## config.mk

```make
export PLATFORM = sky130hd
export DESIGN_NAME = game_mode_ctrl
export DESIGN_NICKNAME = d
export VERILOG_FILES = /design/src/rtl/game_mode_ctrl.sv
export SDC_FILE = /design/constraint.sdc
export NUM_CORES = 1
export LEC_CHECK = 0
export ABC_AREA = 1
export CORE_UTILIZATION = 47
export DETAILED_ROUTE_END_ITERATION = 10
export HOLD_SLACK_MARGIN = 0.05
export PLACE_DENSITY = 0.86
export SYNTH_ARGS = -nofsm -noshare
export SYNTH_HDL_FRONTEND = slang
export SYNTH_SLANG_ARGS = --single-unit
```

## constraint.sdc

```tcl
create_clock -name clk -period 1.8 [get_ports clk]
set_clock_uncertainty 0.1 [all_clocks]
set_input_delay 0.36 -clock clk [delete_from_list [all_inputs] [get_ports clk]]
set_output_delay 0.36 -clock clk [all_outputs]
set_load 0.03 [all_outputs]
```

## src/rtl/game_mode_ctrl.sv

```systemverilog
// game_mode_ctrl
// Arbitrates a single set of board resources (two buttons, 16 LEDs, one
// 4-digit 7-segment display) between up to four game-mode blocks.
//
// Ports
//   clk        system clock
//   reset      asynchronous, active-low reset (0 = reset)
//   btn_mode   raw mode-select button (asynchronous to clk, bouncy)
//   btn_go     raw go/stop button (asynchronous to clk, bouncy)
//   mode_led   LED vector of mode k at bits [16k+15:16k]
//   mode_seg   seg_data of mode k at bits [16k+15:16k]
//   active     one-hot enable per mode; a mode clears itself while its bit is 0
//   go_pulse   one-cycle go/stop strobe per mode
//   led        board LEDs
//   seg_data   four nibbles for the 7-segment driver
//   cur_mode   currently selected mode index
//
// Operation: buttons are synchronized and debounced, and their rising edges
// become one-cycle press events. In IDLE the mode button cycles the selection
// and the go button starts the selected mode after a guard interval. In RUN the
// selected mode owns the LEDs/display and receives go strobes; a mode press
// selects the next mode and passes through the guard interval again, so the
// old mode is fully disabled before the new one is enabled.
module game_mode_ctrl #(
    parameter int NUM_MODES       = 4,
    parameter int DEBOUNCE_CYCLES = 1_000_000,
    parameter int GUARD_CYCLES    = 16
) (
    input  logic                     clk,
    input  logic                     reset,
    input  logic                     btn_mode,
    input  logic                     btn_go,
    input  logic [16*NUM_MODES-1:0]  mode_led,
    input  logic [16*NUM_MODES-1:0]  mode_seg,
    output logic [NUM_MODES-1:0]     active,
    output logic [NUM_MODES-1:0]     go_pulse,
    output logic [15:0]              led,
    output logic [15:0]              seg_data,
    output logic [1:0]               cur_mode
);

    localparam int DW = (DEBOUNCE_CYCLES > 1) ? $clog2(DEBOUNCE_CYCLES) : 1;
    localparam int GW = (GUARD_CYCLES > 1) ? $clog2(GUARD_CYCLES) : 1;
    localparam logic [DW-1:0] DB_LAST = DW'(DEBOUNCE_CYCLES - 1);
    localparam logic [DW-1:0] DB_ONE  = DW'(1);
    localparam logic [GW-1:0] G_LOAD  = GW'(GUARD_CYCLES - 1);
    localparam logic [GW-1:0] G_ONE   = GW'(1);

    // Button lanes: bit 0 = mode button, bit 1 = go button.
    localparam int B_MODE = 0;
    localparam int B_GO   = 1;

    typedef enum logic [1:0] {
        S_IDLE  = 2'b00,
        S_GUARD = 2'b01,
        S_RUN   = 2'b10
    } state_t;

    // One-hot decode of a 2-bit mode index onto NUM_MODES enables.
    function automatic logic [NUM_MODES-1:0] mode_onehot(input logic [1:0] m);
        logic [NUM_MODES-1:0] v;
        v = '0;
        for (int k = 0; k < NUM_MODES; k++) begin
            if (m == 2'(k)) begin
                v[k] = 1'b1;
            end else begin
                v[k] = 1'b0;
            end
        end
        return v;
    endfunction

    // Next mode index, wrapping at NUM_MODES-1.
    function automatic logic [1:0] mode_next(input logic [1:0] m);
        if (m == 2'(NUM_MODES - 1)) begin
            return 2'b00;
        end else begin
            return m + 2'b01;
        end
    endfunction

    // Display pattern while no mode owns the board: "FF0m".
    function automatic logic [15:0] seg_idle(input logic [1:0] m);
        return {8'hFF, 4'h0, 2'b00, m};
    endfunction

    logic [1:0]    sync1_q;
    logic [1:0]    sync2_q;
    logic [1:0]    db_lvl_q;
    logic [1:0]    db_lvl_d;
    logic [1:0]    db_prev_q;
    logic [1:0]    armed_q;
    logic [1:0]    armed_d;
    logic [1:0]    press_s;
    logic [DW-1:0] db_cnt_q [2];
    logic [DW-1:0] db_cnt_d [2];

    state_t               state_q;
    state_t               state_d;
    logic [1:0]           mode_q;
    logic [1:0]           mode_d;
    logic [GW-1:0]        gcnt_q;
    logic [GW-1:0]        gcnt_d;
    logic [NUM_MODES-1:0] active_q;
    logic [NUM_MODES-1:0] active_d;
    logic [NUM_MODES-1:0] go_q;
    logic [NUM_MODES-1:0] go_d;
    logic [15:0]          led_q;
    logic [15:0]          led_d;
    logic [15:0]          seg_q;
    logic [15:0]          seg_d;
    logic [15:0]          led_sel_s;
    logic [15:0]          seg_sel_s;

    // Two-flop synchronizer for both buttons.
    // Reset value 1 looks like "held" so that a button must be seen released
    // after reset before it can arm (see armed_d below).
    always_ff @(posedge clk or negedge reset) begin
        if (!reset) begin
            sync1_q <= 2'b11;
            sync2_q <= 2'b11;
        end else begin
            sync1_q <= {btn_go, btn_mode};
            sync2_q <= sync1_q;
        end
    end

    // Debounce counters, debounced levels, edge history and arming flags.
    always_ff @(posedge clk or negedge reset) begin
        if (!reset) begin
            db_lvl_q    <= 2'b00;
            db_prev_q   <= 2'b00;
            armed_q     <= 2'b00;
            db_cnt_q[0] <= '0;
            db_cnt_q[1] <= '0;
        end else begin
            db_lvl_q    <= db_lvl_d;
            db_prev_q   <= db_lvl_q;
            armed_q     <= armed_d;
            db_cnt_q[0] <= db_cnt_d[0];
            db_cnt_q[1] <= db_cnt_d[1];
        end
    end

    // Debounce next-state and press-event decode.
    // A button only arms once its synchronized level has been seen low with
    // the debounced level also low; a button held through reset therefore
    // yields no press until it is released and pressed again.
    always_comb begin
        for (int i = 0; i < 2; i++) begin
            db_lvl_d[i] = db_lvl_q[i];
            db_cnt_d[i] = '0;
            if (sync2_q[i] != db_lvl_q[i]) begin
                if (db_cnt_q[i] == DB_LAST) begin
                    db_lvl_d[i] = sync2_q[i];
                    db_cnt_d[i] = '0;
                end else begin
                    db_cnt_d[i] = db_cnt_q[i] + DB_ONE;
                end
            end else begin
                db_cnt_d[i] = '0;
            end
            armed_d[i] = armed_q[i] | (~sync2_q[i] & ~db_lvl_d[i]);
            press_s[i] = armed_q[i] & db_lvl_q[i] & ~db_prev_q[i];
        end
    end

    // Select the LED / display slice of the current mode.
    always_comb begin
        led_sel_s = 16'h0000;
        seg_sel_s = 16'h0000;
        for (int k = 0; k < NUM_MODES; k++) begin
            if (mode_q == 2'(k)) begin
                led_sel_s = mode_led[16*k +: 16];
                seg_sel_s = mode_seg[16*k +: 16];
            end else begin
                led_sel_s = led_sel_s;
                seg_sel_s = seg_sel_s;
            end
        end
    end

    // Mode FSM next-state logic; a mode press always wins over a go press.
    always_comb begin
        state_d = state_q;
        mode_d  = mode_q;
        gcnt_d  = gcnt_q;
        go_d    = '0;
        case (state_q)
            S_IDLE: begin
                if (press_s[B_MODE]) begin
                    mode_d = mode_next(mode_q);
                end else if (press_s[B_GO]) begin
                    state_d = S_GUARD;
                    gcnt_d  = G_LOAD;
                end else begin
                    state_d = S_IDLE;
                end
            end
            S_GUARD: begin
                // Presses are ignored here; the counter alone decides exit.
                if (gcnt_q == '0) begin
                    state_d = S_RUN;
                end else begin
                    gcnt_d = gcnt_q - G_ONE;
                end
            end
            S_RUN: begin
                if (press_s[B_MODE]) begin
                    mode_d  = mode_next(mode_q);
                    state_d = S_GUARD;
                    gcnt_d  = G_LOAD;
                end else if (press_s[B_GO]) begin
                    go_d = mode_onehot(mode_q);
                end else begin
                    go_d = '0;
                end
            end
            default: begin
                state_d = S_IDLE;
                mode_d  = 2'b00;
                gcnt_d  = '0;
            end
        endcase
    end

    // Output next-values. Enables follow the next state so that active drops
    // on the same edge that leaves RUN. The board slice is only forwarded
    // while RUN persists across the edge, giving one cycle of latency after
    // entry and blanking as soon as a switch begins.
    always_comb begin
        if (state_d == S_RUN) begin
            active_d = mode_onehot(mode_d);
        end else begin
            active_d = '0;
        end
        if ((state_q == S_RUN) && (state_d == S_RUN)) begin
            led_d = led_sel_s;
            seg_d = seg_sel_s;
        end else begin
            led_d = 16'h0000;
            seg_d = seg_idle(mode_d);
        end
    end

    // FSM state and registered outputs.
    always_ff @(posedge clk or negedge reset) begin
        if (!reset) begin
            state_q  <= S_IDLE;
            mode_q   <= 2'b00;
            gcnt_q   <= '0;
            active_q <= '0;
            go_q     <= '0;
            led_q    <= 16'h0000;
            seg_q    <= 16'hFF00;
        end else begin
            state_q  <= state_d;
            mode_q   <= mode_d;
            gcnt_q   <= gcnt_d;
            active_q <= active_d;
            go_q     <= go_d;
            led_q    <= led_d;
            seg_q    <= seg_d;
        end
    end

    assign active   = active_q;
    assign go_pulse = go_q;
    assign led      = led_q;
    assign seg_data = seg_q;
    assign cur_mode = mode_q;

endmodule

```

==> results.md, run 1 <==
* Sink Count at 98
* Gpl congestion at ~0.90
* First-pass GRT wire length at 24,900 um
* Crit. path cell count at 1
* Post-Route WL at 15,300 um
* Fin. Hold Viols at 0
* IO Pins at about 170
* Top FF cell, synth: dfrtp_1
* Lkg Pwr at roughly 0.0036 uW
* M1 GR Usage at approximately a third
* Hold Path Class: flip-flop to flip-flop
* Clk_lat worst skew at roughly 0.35 ns
* Drt via density at between 5 and 6
* Register area share after synthesis at 46.5%
* Critical Path Start Type: flip-flop
* Share of cells above drive strength 1 at a little over a tenth
* Outcome: finished, final reports clean
* Final core utilization at between 60 and 70%
* Netlist cell types at 38
* Grt ovf at 0
* Maxcap violations at 0
* Worst Path Max Fanout at 1
* Reg2reg start: cur_mode[1]$_DFF_PN0_
* Fmax at approximately 570 MHz
* Initial antenna violation count at 0
* Layout area overhead at 43.8%
* Min cycle time layout at 1.74 ns
* CTS tree: done
* Diodes inserted at 0
* Synth top area share at between 40% and 50%
* Setup CP Type: flip-flop to output port
* Met2 GRT Util at between 40% and 50%
* Num CTS Buffers at 9
* Die height at 108 um
* Final hold slack at 0.255 ns
* Final Total Pwr at between 4000 and 5000 uW
* WHS Path Cells at 0
* Yosys reg bits at 98
* Die Span X at about 110 um
* Max Root-Sink Buffers at 2
* DRC viols at 0
* Pin count of the biggest net entering global routing at 39
* Worst VDD drop at 0.902 mV
* Vias in the first global route at between 5,000 and 6,000
* Setup Viol. Count Final at 0
* Post-synth top area cell: dfrtp_1
* Reg2reg path depth at 8
* Syn Nets at a little over 800
* WL/cell at between 15 and 20 um
* Relative slew slack at between 60 and 70%
* CTS clk-pin slew, worst paths at around 0.07 ns
* Worst setup path startpoint: seg_data[13]$_DFF_PN1_
* Busiest grt layer: met2
* Area of the die at between 10,000 and 15,000 sq um
* Synth Area per Inst at ~7.7 sq um
* Number of nets with antenna violations after routing at 0
* M3 GR Usage at under 10%
* Buf/Inv on CP at 1
* Total negative slack at 0 ns
* Placed wire-length estimate at 11,200 um
* Crit. End Element: output port
* Gr usage total at roughly 28%
* Internal reg-to-reg setup slack at roughly 0.12 ns
* Max stage delay cell, worst path: dfstp_2
* Synthesized cell area at 5300 sq um
* Worst path max stage delay at approximately 0.52 ns
* PortBufs at between 150 and 200
* RSZ-0062 raised after global routing: no
* Syn Inst Count at between 600 and 700
* Commonest cells post-synth: nand2_1, nor2_1, dfrtp_1
* Initial Utilization at between 40 and 50%
* Cells along the critical path: dlygate4sd2_1
* Fin. max-slew vios at 0
* Worst path arrival time at ~1.3 ns
* Core Box Area at around 11,000 sq um
* # H-tree levels at 3
* Async SR Flop Fraction at 100%
* Vias at 5,325
* Iter 0 DRT Violations at 316
* WP data required at about 1.3 ns
* YS warnings at 0
* Reg2reg end: seg_data[6]$_DFF_PN0_
* Site Rows at 38
* Drt pass-1 iters at 5
* PD cells at roughly 600 nW/um^2
* Root buffer cell: clkbuf_16
* Post-synth EDFFs at 0
* Fin crit share at a little over nine tenths
* # nets final at ~1,000
* Synth top area cells: dfrtp_1, nand2_1, nor2_1
* Crit path capture: seg_data[13]
* Most common cell in the synthesized netlist: nand2_1
* Family with the most delay on the worst path: flip-flops
* Worst-margin pin slew at about 0.46 ns
[report_power, final]
group	total (uW)	switching, uW	internal [uW]
sequential	2230	12.8	2220
combinational	472	157	315
clock	1850	833	1020
total	4560	1000	3550
[per-layer routing]
metal  wire length (um)  vias up
li1                   -     2577
met1               6280     2469
met2               7460      238
met3               1150       41
met4                418        0
met5                  0        -
[cells in the final DEF, fill, tap and decap left out, types with 3 or more instances in the layout]
cell and instances:
o211ai_1 6, o21ai_0 23, nor2_2 4, clkdlybuf4s50_1 130, nor3_1 10, nor2_1 111
dlygate4sd2_1 41, nand3_2 3, dfstp_2 12, xnor2_1 7, a21oi_1 33, inv_1 46
buf_4 10, clkinv_4 3, nand2_2 5, nor3b_1 3, o22ai_1 16, nor2_4 6
xor2_1 13, inv_2 5, nand2_1 197, a31o_2 11, ha_1 6, clkbuf_16 10
buf_12 9, nand4_1 8, dfrtp_1 85, nand3_1 33
[final cells by class]
type / instances / area [sq um]
inverters: 52 / 195
multi-input cells: 512 / 2530
clock inverters: 5 / 38.8
repair buffers: 193 / 1960
flip-flops and latches: 98 / 2470
well taps: 140 / 175
fillers: 852 / 3310
clock buffers: 11 / 253
[stage by stage]
stage                     instances  instance area, sq um  setup slack, ns
after floorplan                 686                  5300           0.0866
after global placement          992                  7330            0.111
after detailed placement        992                  7330           0.0385
after CTS                      1009                  7580          0.00686
after global routing           1011                  7630           0.0161
final                          1011                  7630           0.0604
[worst min-delay path by stage]
stage                    startpoint               endpoint  slack, ns
2_1_floorplan                 reset    active[0]$_DFF_PN0_      -0.04
3_3_place_gp                  reset  db_cnt_q[8]$_DFF_PN0_       0.24
3_5_place_dp                  reset  db_cnt_q[8]$_DFF_PN0_       0.24
4_1_cts        sync1_q[1]$_DFF_PN1_   sync2_q[1]$_DFF_PN1_       0.26
5_1_grt        sync1_q[1]$_DFF_PN1_   sync2_q[1]$_DFF_PN1_       0.26
6_report       sync1_q[1]$_DFF_PN1_   sync2_q[1]$_DFF_PN1_       0.26
[sequential cells by signal, summed over array words and instances (netlist names), 4 cells and up]
name	flops
go_pulse	4
db_cnt_q	40
active	4
seg_data	16
led	16
gcnt_q	4
[logic make-up (layout without fill, tap and decap cells)]
kind of cell / Yosys count / in the layout / synth area share [%]
simple gates: 389 / 389 / 31.9
flops: 98 / 98 / 46.5
compound gates: 96 / 96 / 10.7
buf+inv: 76 / 261 / 5.92
xor+xnor: 20 / 20 / 3.30
fa+ha+maj: 7 / 7 / 1.65
[what timing repair did]
item                                    4_1_cts  5_1_grt
endpoints found under the setup margin       41       27
resized for setup                            41        6
hold buffers                                  1        0
buffers inserted                              0        1
endpoints found under the hold margin        27        0
gates cloned                                  0        1
Note: power is estimated with default switching activity, not from simulation.
==> run 2: changes to the inputs <==
--- a/config.mk
+++ b/config.mk
@@ -10,6 +10,7 @@
 export DETAILED_ROUTE_END_ITERATION = 10
 export HOLD_SLACK_MARGIN = 0.05
 export PLACE_DENSITY = 0.86
+export RECOVER_POWER = 50
 export SYNTH_ARGS = -nofsm -noshare
 export SYNTH_HDL_FRONTEND = slang
 export SYNTH_SLANG_ARGS = --single-unit
==> run 2 against run 1 <==
Compared with the run above:
- utilization about the same
- via count down 0.13%
- sequential power about the same
- combinational power hardly changed
- critical path depth did not move
- register-to-register slack is essentially flat
- first-iteration DRC count grew 2.8%
- global-route usage unchanged
- die area stayed put
- non-clock buffer count unchanged
==> results.md, run 2 (synthesis results as in run 1) <==
* RSZ-0062 raised after global routing: no
* Outcome: finished, final reports clean
* Fin crit share at 96.8%
* Vias in the first global route at around 5,000
* Commonest non-fill, non-tap cells in the layout: nand2_1, clkdlybuf4s50_1, nor2_1, dfrtp_1, inv_1
* Die height at between 100 and 150 um
* Crit. End Element: output port
* Root buffer cell: clkbuf_16
* Total negative slack at 0 ns
* Iter 0 DRT Violations at 325
* Setup Viol. Count Final at 0
* Fmax at ~570 MHz
* Grt ovf at 0
* CTS tree: done
* Fin. Hold Viols at 0
* Most common cell after layout, fill and taps aside: nand2_1
* Max stage delay cell, worst path: dfstp_2
* PortBufs at ~170
* IO Pins at ~170
* Initial Utilization at just under 50%
* Lkg Pwr at around 0.0036 uW
* Initial antenna violation count at 0
* Site Rows at 38
* Vias at roughly 5,300
* Fillers at around 850
* Worst Path Max Fanout at 1
* Sink Count at about 100
* Reg area at 2470 sq um
* Diodes inserted at 0
* Setup CP Type: flip-flop to output port
* # H-tree levels at 3
* Area used by multi-input combinational logic at ~2500 sq um
* Post-Route WL at roughly 15,000 um
* PD cells at roughly 600 nW/um^2
* Hold Path Class: flip-flop to flip-flop
* Max Root-Sink Buffers at 2
* Clk_lat worst skew at 0.35 ns
* Die Span X at 108 um
* Maxcap violations at 0
* Core Box Area at about 11,000 sq um
* WL/cell at ~15 um
* Relative slew slack at 40.0%
* Worst path arrival time at between 1 and 1.5 ns
* Placed wire-length estimate at 11,200 um
* Drt pass-1 iters at 5
* Gr usage total at between 20% and 30%
* DRC viols at 0
* Fin. max-slew vios at 0
* Share of cells above drive strength 1 at around a tenth
* Num CTS Buffers at 9
* Gpl congestion at between 0.9 and 1
* Critical Path Start Type: flip-flop
* Final Cell Area at between 7000 and 8000 sq um
* Cells along the critical path: dlygate4sd2_1
* Number of nets with antenna violations after routing at 0
* Worst VDD drop at 0.902 mV
* Buf/Inv on CP at 1
* Final Total Pwr at around 4600 uW
* Placed inst area at around 7300 sq um
* # nets final at 1,005
* Top reg by flops: db_cnt_q
* Pin count of the biggest net entering global routing at 39
* First-pass GRT wire length at 24,900 um
* CTS clk-pin slew, worst paths at 0.07 ns
* Drt via density at roughly 5.3
* Family with the most delay on the worst path: flip-flops
* WP data required at about 1.3 ns
* Worst-margin pin slew at 0.900 ns
* Min cycle time layout at between 1.5 and 2 ns
* Worst path max stage delay at roughly 0.52 ns
* Max FFs per register at 40
* Layout area overhead at 43.7%
* Area of the die at between 10,000 and 15,000 sq um
==> run 2: path summary, 6_finish.rpt <==
check | start | to | slack (ns) | depth (start not counted)
worst max-delay path | seg_data[13]$_DFF_PN1_ | seg_data[13] | 0.06 | 1
worst min-delay path | sync1_q[1]$_DFF_PN1_ | sync2_q[1]$_DFF_PN1_ | 0.26 | 0
worst max register to register | cur_mode[1]$_DFF_PN0_ | seg_data[6]$_DFF_PN0_ | 0.13 | 8
worst min register to register | sync1_q[1]$_DFF_PN1_ | sync2_q[1]$_DFF_PN1_ | 0.26 | 0
max in group asynchronous | reset | sync1_q[1]$_DFF_PN1_ | 0.32 | 3
min in group asynchronous | reset | seg_data[0]$_DFF_PN0_ | 0.57 | 2
==> run 2: final cells by class <==
cell class                 instances  area share, %
inverter                          52           2.56
multi-input combinational        512           33.2
sequential                        98           32.4
tap                              140           2.30
clock inverter                     5          0.509
timing repair buffer             193           25.7
clock buffer                      11           3.32
==> run 2: per-stage QoR <==
stage | instances | hold slack (ns) | worst slack [ns] | util (%)
after floorplan | 686 | -0.0356 | 0.0866 | -
after global placement | 992 | 0.244 | 0.111 | 67.0
after detailed placement | 992 | 0.244 | 0.0385 | 67.0
after CTS | 1009 | 0.256 | 0.00686 | 69.3
after global routing | 1011 | 0.263 | 0.0161 | 69.7
final | 1011 | 0.261 | 0.0582 | 69.7
==> run 2: per-layer routing <==
layer  GRT usage, %  vias up  share of wire (%)
met1           33.0     2485                 42
met5              0        -                  0
met2           47.9      211                 49
li1               -     2578                  -
met3           7.72       44                6.9
met4           10.8        0                2.7
==> run 2: power by group <==
group | internal [uW] | switching (uW) | total [uW]
Clock | 1020 | 833 | 1850
Combinational | 313 | 157 | 470
Sequential | 2220 | 12.7 | 2230
==> run 2: timing repair <==
item / CTS / global route
hold endpoints to repair: 27 / 0
gates cloned: 0 / 1
setup endpoints to repair: 41 / 27
resized for setup: 41 / 6
hold buffers: 1 / 0
setup buffers: 0 / 1
